[src/rtl/ddr_line_bridge.sv]
// ddr_line_bridge: splits cache-line read/write requests into BEATS MIG 7-series UI transactions
// Ports: ui_clk_i/rst_ni clock and async active-low reset; init_calib_complete_i gates acceptance;
//   req_* line request handshake (write flag, word address, line data, byte strobes);
//   resp_* one-cycle completion pulse and assembled read line;
//   app_* MIG command, write-data and read-data channels; busy_o is high outside IDLE.
module ddr_line_bridge #(
  parameter int ADDR_W      = 30,
  parameter int UI_DATA_W   = 128,
  parameter int BEATS       = 2,
  parameter int APP_ADDR_W  = 27,
  parameter int BEAT_STRIDE = 16
) (
  input  logic                         ui_clk_i,
  input  logic                         rst_ni,
  input  logic                         init_calib_complete_i,
  input  logic                         req_valid_i,
  output logic                         req_ready_o,
  input  logic                         req_write_i,
  input  logic [ADDR_W-1:0]            req_addr_i,
  input  logic [UI_DATA_W*BEATS-1:0]   req_wdata_i,
  input  logic [UI_DATA_W*BEATS/8-1:0] req_wstrb_i,
  output logic                         resp_valid_o,
  output logic [UI_DATA_W*BEATS-1:0]   resp_rdata_o,
  output logic [APP_ADDR_W-1:0]        app_addr_o,
  output logic [2:0]                   app_cmd_o,
  output logic                         app_en_o,
  input  logic                         app_rdy_i,
  output logic [UI_DATA_W-1:0]         app_wdf_data_o,
  output logic [UI_DATA_W/8-1:0]       app_wdf_mask_o,
  output logic                         app_wdf_wren_o,
  output logic                         app_wdf_end_o,
  input  logic                         app_wdf_rdy_i,
  input  logic [UI_DATA_W-1:0]         app_rd_data_i,
  input  logic                         app_rd_data_valid_i,
  output logic                         busy_o
);
  localparam int LINE_W = UI_DATA_W * BEATS;
  localparam int STRB_W = UI_DATA_W / 8;
  localparam int CNT_W  = $clog2(BEATS + 1);
  localparam int IDX_W  = BEATS > 1 ? $clog2(BEATS) : 1;
  localparam int LSH    = $clog2(LINE_W / 32);
  localparam int BSH    = $clog2(BEATS * BEAT_STRIDE);
  localparam int SSH    = $clog2(BEAT_STRIDE);
  localparam logic [CNT_W-1:0] LAST = CNT_W'(BEATS);
  typedef enum logic [1:0] {IDLE, BUSY, RESP} state_t;
  state_t state_q, state_d;
  logic write_q, write_d;
  logic [APP_ADDR_W-1:0] base_q, base_d;
  logic [BEATS-1:0][UI_DATA_W-1:0] wdata_q, wdata_d, rbuf_q, rbuf_d, rdata_q, rdata_d;
  logic [BEATS-1:0][STRB_W-1:0] wstrb_q, wstrb_d;
  logic [CNT_W-1:0] cmd_cnt_q, cmd_cnt_d, wdf_cnt_q, wdf_cnt_d, rd_cnt_q, rd_cnt_d;
  logic [IDX_W-1:0] wdf_idx, rd_idx;
  logic accept, cmd_fire, wdf_fire, rd_fire, done;
  // Reset gates ready so nothing is offered while the bridge is held in reset.
  assign req_ready_o    = rst_ni && state_q == IDLE && init_calib_complete_i;
  assign accept         = req_valid_i && req_ready_o;
  assign app_en_o       = state_q == BUSY && cmd_cnt_q < LAST;
  assign cmd_fire       = app_en_o && app_rdy_i;
  assign app_wdf_wren_o = state_q == BUSY && write_q && wdf_cnt_q < LAST;
  assign app_wdf_end_o  = app_wdf_wren_o;
  assign wdf_fire       = app_wdf_wren_o && app_wdf_rdy_i;
  // Beats outside a read transaction (including stragglers after reset) are dropped.
  assign rd_fire        = state_q == BUSY && !write_q && app_rd_data_valid_i && rd_cnt_q < LAST;
  assign wdf_idx        = IDX_W'(wdf_cnt_q);
  assign rd_idx         = IDX_W'(rd_cnt_q);
  assign app_addr_o     = base_q + (APP_ADDR_W'(cmd_cnt_q) << SSH);
  assign app_cmd_o      = write_q ? 3'b000 : 3'b001;
  assign app_wdf_data_o = wdata_q[wdf_idx];
  assign app_wdf_mask_o = ~wstrb_q[wdf_idx];
  assign resp_valid_o   = state_q == RESP;
  assign resp_rdata_o   = rdata_q;
  assign busy_o         = state_q != IDLE;
  always_comb begin
    state_d   = state_q;
    write_d   = write_q;
    base_d    = base_q;
    wdata_d   = wdata_q;
    wstrb_d   = wstrb_q;
    rdata_d   = rdata_q;
    cmd_cnt_d = cmd_cnt_q + CNT_W'(cmd_fire);
    wdf_cnt_d = wdf_cnt_q + CNT_W'(wdf_fire);
    rd_cnt_d  = rd_cnt_q + CNT_W'(rd_fire);
    rbuf_d    = rbuf_q;
    if (rd_fire) rbuf_d[rd_idx] = app_rd_data_i;
    // Exit looks at next-state counters so the finishing handshake counts this cycle.
    done = write_q ? (cmd_cnt_d == LAST && wdf_cnt_d == LAST) : rd_cnt_d == LAST;
    if (state_q == IDLE && accept) begin
      state_d   = BUSY;
      write_d   = req_write_i;
      base_d    = APP_ADDR_W'({{BSH{1'b0}}, req_addr_i >> LSH} << BSH);
      wdata_d   = req_wdata_i;
      wstrb_d   = req_wstrb_i;
      cmd_cnt_d = '0;
      wdf_cnt_d = '0;
      rd_cnt_d  = '0;
    end else if (state_q == BUSY && done) begin
      state_d = RESP;
      rdata_d = write_q ? rdata_q : rbuf_d;
    end else if (state_q == RESP) begin
      state_d = IDLE;
    end
  end
  always_ff @(posedge ui_clk_i or negedge rst_ni) begin
    if (!rst_ni) begin
      state_q   <= IDLE;
      write_q   <= 1'b0;
      base_q    <= '0;
      wdata_q   <= '0;
      wstrb_q   <= '0;
      rbuf_q    <= '0;
      rdata_q   <= '0;
      cmd_cnt_q <= '0;
      wdf_cnt_q <= '0;
      rd_cnt_q  <= '0;
    end else begin
      state_q   <= state_d;
      write_q   <= write_d;
      base_q    <= base_d;
      wdata_q   <= wdata_d;
      wstrb_q   <= wstrb_d;
      rbuf_q    <= rbuf_d;
      rdata_q   <= rdata_d;
      cmd_cnt_q <= cmd_cnt_d;
      wdf_cnt_q <= wdf_cnt_d;
      rd_cnt_q  <= rd_cnt_d;
    end
  end
endmodule
[config.mk]
export PLATFORM = sky130hd
export DESIGN_NAME = ddr_line_bridge
export DESIGN_NICKNAME = d
export VERILOG_FILES = /design/src/rtl/ddr_line_bridge.sv
export SDC_FILE = /design/constraint.sdc
export NUM_CORES = 1
export LEC_CHECK = 0
export ABC_AREA = 1
export BUFFER_PORTS_ARGS = -buffer_cell sky130_fd_sc_hd__clkbuf_2
export CAP_MARGIN = 20
export CORE_AREA = 3 3 347 349
export CTS_BUF_LIST = sky130_fd_sc_hd__clkbuf_4 sky130_fd_sc_hd__clkbuf_8 sky130_fd_sc_hd__clkbuf_16
export CTS_CLUSTER_DIAMETER = 120
export DETAILED_ROUTE_END_ITERATION = 10
export DIE_AREA = 0 0 350 352
export GPL_TIMING_DRIVEN = 1
export PLACE_DENSITY = 0.51
export RECOVER_POWER = 100
export SLEW_MARGIN = 40
export SYNTH_ARGS = -nofsm -noshare
export SYNTH_HDL_FRONTEND = slang
export SYNTH_SLANG_ARGS = --single-unit
[constraint.sdc]
create_clock -name ui_clk_i -period 3 [get_ports ui_clk_i]
set_clock_uncertainty 0.05 [all_clocks]
set_input_delay 0.3 -clock ui_clk_i [delete_from_list [all_inputs] [get_ports ui_clk_i]]
set_output_delay 0.3 -clock ui_clk_i [all_outputs]
set_load 0.02 [all_outputs]
## Word-level counts from Yosys, hierarchy flattened

Cells that the tools add are included.
W data, S select, Z words.

- Flip-flop bits (word level): 831
- Input bits: 454
- Output and inout bits: 436
- Word-level logic and storage cells: 68

- Add/sub/neg operators: 4
- Magnitude comparators: 6
- Equal/unequal tests: 5
- Multiplexer cells: 16
- Bitwise gates (word level): 3
- Reduce and logical (&&, ||, !) cells: 20

Operator list:

| operator | number |
|---|---|
| $mux W128 | 3 |
| $bwmux W256 | 1 |
| $mux W256 | 1 |
| $demux W128 S1 | 1 |
| $mux W16 | 2 |
| $add A27 B6 Y27 | 1 |
| $not A16 Y16 | 1 |
| $logic_and A1 B1 Y1 | 15 |
| $mux W2 | 6 |
| $eq A2 B2 Y1 const B | 4 |
| $add A2 B1 Y2 | 3 |
| $lt A2 B2 Y1 const B | 3 |
| $lt A1 B2 Y1 const B | 2 |
| $reduce_and A3 Y1 | 1 |
| $reduce_bool A3 Y1 | 1 |
| $eq A2 B1 Y1 const B | 1 |
| $logic_not A2 Y1 | 1 |
| $mux W1 | 2 |
| $not A1 Y1 | 2 |
| $reduce_bool A2 Y1 | 1 |
| $ge A1 B1 Y1 const B | 1 |
| $logic_not A1 Y1 | 1 |

## Logic depth before layout (Yosys ltp)

- Depth in word-level cells: 11
- Gate-level depth with buffers: 15
- Depth with buffers taken out: 13

## Worst setup path before layout

Ideal clock, no wire load.

- Path kind: register to register
- Start point: register state_q[1]
- End point: register rdata_q, in the netlist resp_rdata_o[100]
- Setup time: 0.117 ns
- Data arrival time: 2.098 ns
- Required time: 2.833 ns
- Slack: 0.736 ns
- Cell stages (with the launch flop): 15
- Buffers on the path: 4
- Period minus slack after synthesis: 2.264 ns
- Cells stage by stage: dfrtp_1 inv_1 nand2_2 nor2_4 nand2_2 buf_2 buf_2 inv_1 ha_1 xor2_1 nand3_2 buf_2 clkbuf_1 nand2_1 nand2_1

- Cells in the longest elaborated chain, start to end: 10
- Elaborated cells on any way between the ends: 26
- Classes of those cells: add/sub: 3; eq/ne: 4; mux: 2; bitwise: 1; reduce/logical: 16

Ends and longest elaborated chain:

| item | line | source |
|---|---|---|
| start: declaration | 46 | `state_t state_q, state_d;` |
| start signal: assignment | 116 | `state_q <= state_d;` |
| $eq A2 B1 Y1 | - |  |
| $logic_and A1 B1 Y1 (2 in a row) | 59 | `assign app_wdf_wren_o = state_q == BUSY && write_q && wdf_cnt_q < LAST;` |
| $logic_and A1 B1 Y1 | 61 | `assign wdf_fire = app_wdf_wren_o && app_wdf_rdy_i;` |
| $add A2 B1 Y2 | 81 | `wdf_cnt_d = wdf_cnt_q + CNT_W'(wdf_fire);` |
| $eq A2 B2 Y1 | 86 | `done = write_q ? (cmd_cnt_d == LAST && wdf_cnt_d == LAST) : rd_cnt_d == LAST;` |
| $logic_and A1 B1 Y1 | 86 |  |
| $mux W1 | 86 |  |
| $logic_and A1 B1 Y1 | 96 | `end else if (state_q == BUSY && done) begin` |
| $reduce_and A3 Y1 (no line) | - |  |
| end signal: assignment | 122 | `rdata_q <= rdata_d;` |
| end: declaration | 49 | `logic [BEATS-1:0][UI_DATA_W-1:0] wdata_q, wdata_d, rbuf_q, rbuf_d, rdata_q, rdata_d;` |

Several ways; a longest one is shown, not always the timed one.
A chain may end at the register's enable or synchronous reset.

## Final worst setup path

- Start point: register wdf_cnt_q[0]
- End point: output port app_wdf_data_o[48]

- Cells in the longest elaborated chain, start to end: 2

Ends and longest elaborated chain:

| item | line | source |
|---|---|---|
| start: declaration | 51 | `logic [CNT_W-1:0] cmd_cnt_q, cmd_cnt_d, wdf_cnt_q, wdf_cnt_d, rd_cnt_q, rd_cnt_d;` |
| start signal: assignment | 124 | `wdf_cnt_q <= wdf_cnt_d;` |
| $mux W128 (implied by the code) (2 in a row) | 68 | `assign app_wdf_data_o = wdata_q[wdf_idx];` |
| end: declaration | 28 | `output logic [UI_DATA_W-1:0] app_wdf_data_o,` |

Every way passes these cells. The select of a mux whose other input is x is not followed.

==> out/metrics.csv <==
metric,value,unit
"Req. time, crit path",2.65,ns
library cells used by synthesis,25,
Clock Root Buffer,clkbuf_16,
post-synthesis mux area share,0.00426,
fill cell count,12100,
Area Growth Syn to Fin,34.6,%
Die Ht,352,um
Mapped Avg Cell Area,7.78,um2
Mapped Cells,4828,
synth top area cells,"dfrtp_1 55%, nand2_1 21%, nand3_1 5.9%, o21ai_0 5.1%, inv_1 4.1%",
CP Launch Type,flip-flop,
Combinational Power Share,0.402,
pwr dens,1030,nW/um2
maximum root-to-sink buffer count,3,
Worst Tran Pin Value,1.96,ns
Die ar.,123000,um2
synthesized cell area,37600,um2
core box area,118000,um2
htree depth,3,
failing checks,"capacitance limit, slew limit",
final worst path period share,0.964,
DP HPWL,95.1,mm
largest family of logic cells by synthesized area,simple AND/OR/NAND/NOR gates,
drt initial violations,2603,
worst path cell trace,buf_12 -> o21ai_0 -> clkbuf_1,
share of cells above drive strength 1,0.120,
"Clk pin slew, worst setup/hold paths",0.06,ns
Sw Pwr,22.7,mW
fmax,346,MHz
RSZ-0062 raised after global routing,no,
status,"finished, violations left",
CTS tree,done,
"slowest stage delay, CP",0.68,ns
final slew viol count,390,
post-route ant nets,0,
simple-gate share of the synthesized area,0.286,
setup violators final,0,
Synth Area in XOR/XNOR,0.00373,
# DRC,0,
final wirelength,140,mm
Worst-Skew Late Latency,0.68,ns
TritonCTS Buffers,98,
worst setup path category,reg -> out,
first-pass GRT wire length,214,mm
Clock Sinks,831,
post-CTS setup buffers,0,
DR vias,35500,
maximum fanout along the worst path,41,
effective utilization at floorplan,0.319,
LEAKAGE,26.6,nW
Seq pwr share,0.359,
Port-buffer cells,875,
Final #Nets,6443,
Setup crit end kind,output pin,
Yosys top cell area share,0.553,
post-DR wirelength/cell,18.4,um
crit path max-delay cell type,dfrtp_4,
GRT Residual Overflow,0,
total track usage,0.222,
Slew Limit Headroom,-0.308,
number of global-route vias before repair,35100,
Ports,890,
synth warn,0,
Area after DPL,43400,um2
Final Hold Viols,0,
Pint,29.2,mW
Max IR drop VDD,674,uV
"area leader, netlist",dfrtp_1,
Max Cap Viol,4,
sequential area share after synthesis,0.553,
drt first pass iters,7,
# rows,126,
minimum clock period after layout,2.89,ns
vias per cell,4.66,
CP arrival,2.54,ns
design area,50600,um2
Hold Crit Class,in -> reg,
setup_tns,0,ns
Yosys reg bits,831,
largest net degree at the start of global routing,163,
compound-cell area share of the yosys netlist,0.0693,
RePlAce Congestion,0.886,
power share of the clock group,0.239,
sw frac,0.438,
initial antenna violation count,20,
die width,350,um
Post-Synth Adder-Cell Area,0.00166,
-- final timing paths --
| check | slack [ns] | end | start | depth (start not counted) |
|---|---|---|---|---|
| worst min register to register | 0.42 | wdata_q[247]$_DFFE_PN0N_ | wdata_q[247]$_DFFE_PN0N_ | 2 |
| max in group asynchronous | 0.44 | resp_rdata_o[222]$_DFFE_PN0P_ | rst_ni | 5 |
| worst min-delay path | 0.05 | rbuf_q[8]$_DFF_PN0_ | app_rd_data_i[8] | 5 |
| worst max register to register | 0.21 | resp_rdata_o[135]$_DFFE_PN0P_ | rd_cnt_q[1]$_DFF_PN0_ | 7 |
| worst max-delay path | 0.11 | app_wdf_data_o[48] | wdf_cnt_q[0]$_DFF_PN0_ | 3 |
| min in group asynchronous | 0.24 | wdata_q[116]$_DFFE_PN0N_ | rst_ni | 3 |
-- routing by layer --
layer,GRT usage,routed length (um)
met5,0,93
met4,0.0805,5520
met3,0.0589,10100
met2,0.355,63400
met1,0.290,60900
-- critical path, delay by kind of cell (launching register included) --
kind	cells	cell delay (ns)
DFF	1	0.68
AOI/OAI and AO/OA	1	0.59
buffers and inverters	2	0.57
-- cells in the mapped netlist (all sizes together) --
master,instances
dfrtp,831
o21ai,385
nor3b,2
inv,409
clkbuf,142
xor2,8
nand3b,1
a21oi,135
xnor2,8
nand2,2080
buf,182
nand3,447
or2,1
conb,1
ha,5
mux2i,16
nor2,174
nand4,1
-- power by group through the flow --
stage | combinational (mW) | clock (mW) | sequential, mW
floorplan | 11.7 | 0 | 19.8
global placement | 21.0 | 0 | 18.6
detailed placement | 21.2 | 0 | 18.7
CTS | 21.7 | 12.7 | 18.6
global route | 23.1 | 13.2 | 19.2
finish | 20.9 | 12.4 | 18.6
-- registers in the layout, summed over array words and instances (netlist names) --
signal,cells
rbuf_q,256
resp_rdata_o,256
wdata_q,256
wstrb_q,32
base_q,22
cmd_cnt_q,2
rd_cnt_q,2
state_q,2
wdf_cnt_q,2
write_q,1
-- cell families (layout without fill, tap and decap cells) --
family | Yosys count | in the layout
compound gates | 520 | 520
xor+xnor | 16 | 16
fa+ha+maj | 5 | 5
buf+inv | 733 | 1959
flops | 831 | 831
mux | 16 | 16
other cells | 1 | 22
simple gates | 2706 | 2706
-- area by class of cell --
cell class | instances | area, um2 | area share
Sequential cell | 831 | 20800 | 0.411
Multi-Input combinational cell | 3269 | 13800 | 0.273
Timing Repair Buffer | 1375 | 9090 | 0.180
Clock buffer | 147 | 2970 | 0.0587
Tap cell | 1536 | 1920 | 0.0380
Inverter | 409 | 1540 | 0.0305
Clock inverter | 28 | 413 | 0.00816
Antenna cell | 16 | 40.0 | 0.000792
-- repair_timing --
action,in CTS,in global routing
hold buffers,438,0
pin swaps,0,0
gates resized for setup,3,3
cloned,0,0
endpoints found under the setup margin,4,4
hold endpoints to repair,1131,0
-- cells in the final DEF, fill, tap and decap left out, drive strengths merged, types with 16 or more instances in the layout --
master       instances
o21ai              385
nor2               174
nand3              447
clkinv              16
dfrtp              831
diode               16
dlygate4sd3        438
mux2i               16
inv                415
a21oi              135
nand2             2080
buf                 44
clkbuf            1040
-- metrics by stage --
| step | setup slack (ns) | hold slack, ns | power, mW | cells | util |
|---|---|---|---|---|---|
| 3_3_place_gp | 0.478 | 0.144 | 39.6 | 6977 | 0.368 |
| 6_report | 0.108 | 0.0461 | 51.9 | 7611 | 0.429 |
| 2_1_floorplan | 0.736 | -0.0456 | 31.5 | 4833 | - |
| 3_5_place_dp | 0.435 | 0.138 | 39.9 | 6979 | 0.368 |
| 4_1_cts | 0.0565 | 0.0127 | 53.1 | 7592 | 0.434 |
| 5_1_grt | 0.0205 | 0.0672 | 55.5 | 7601 | 0.429 |
No activity file was read; power rests on OpenSTA's default activity.
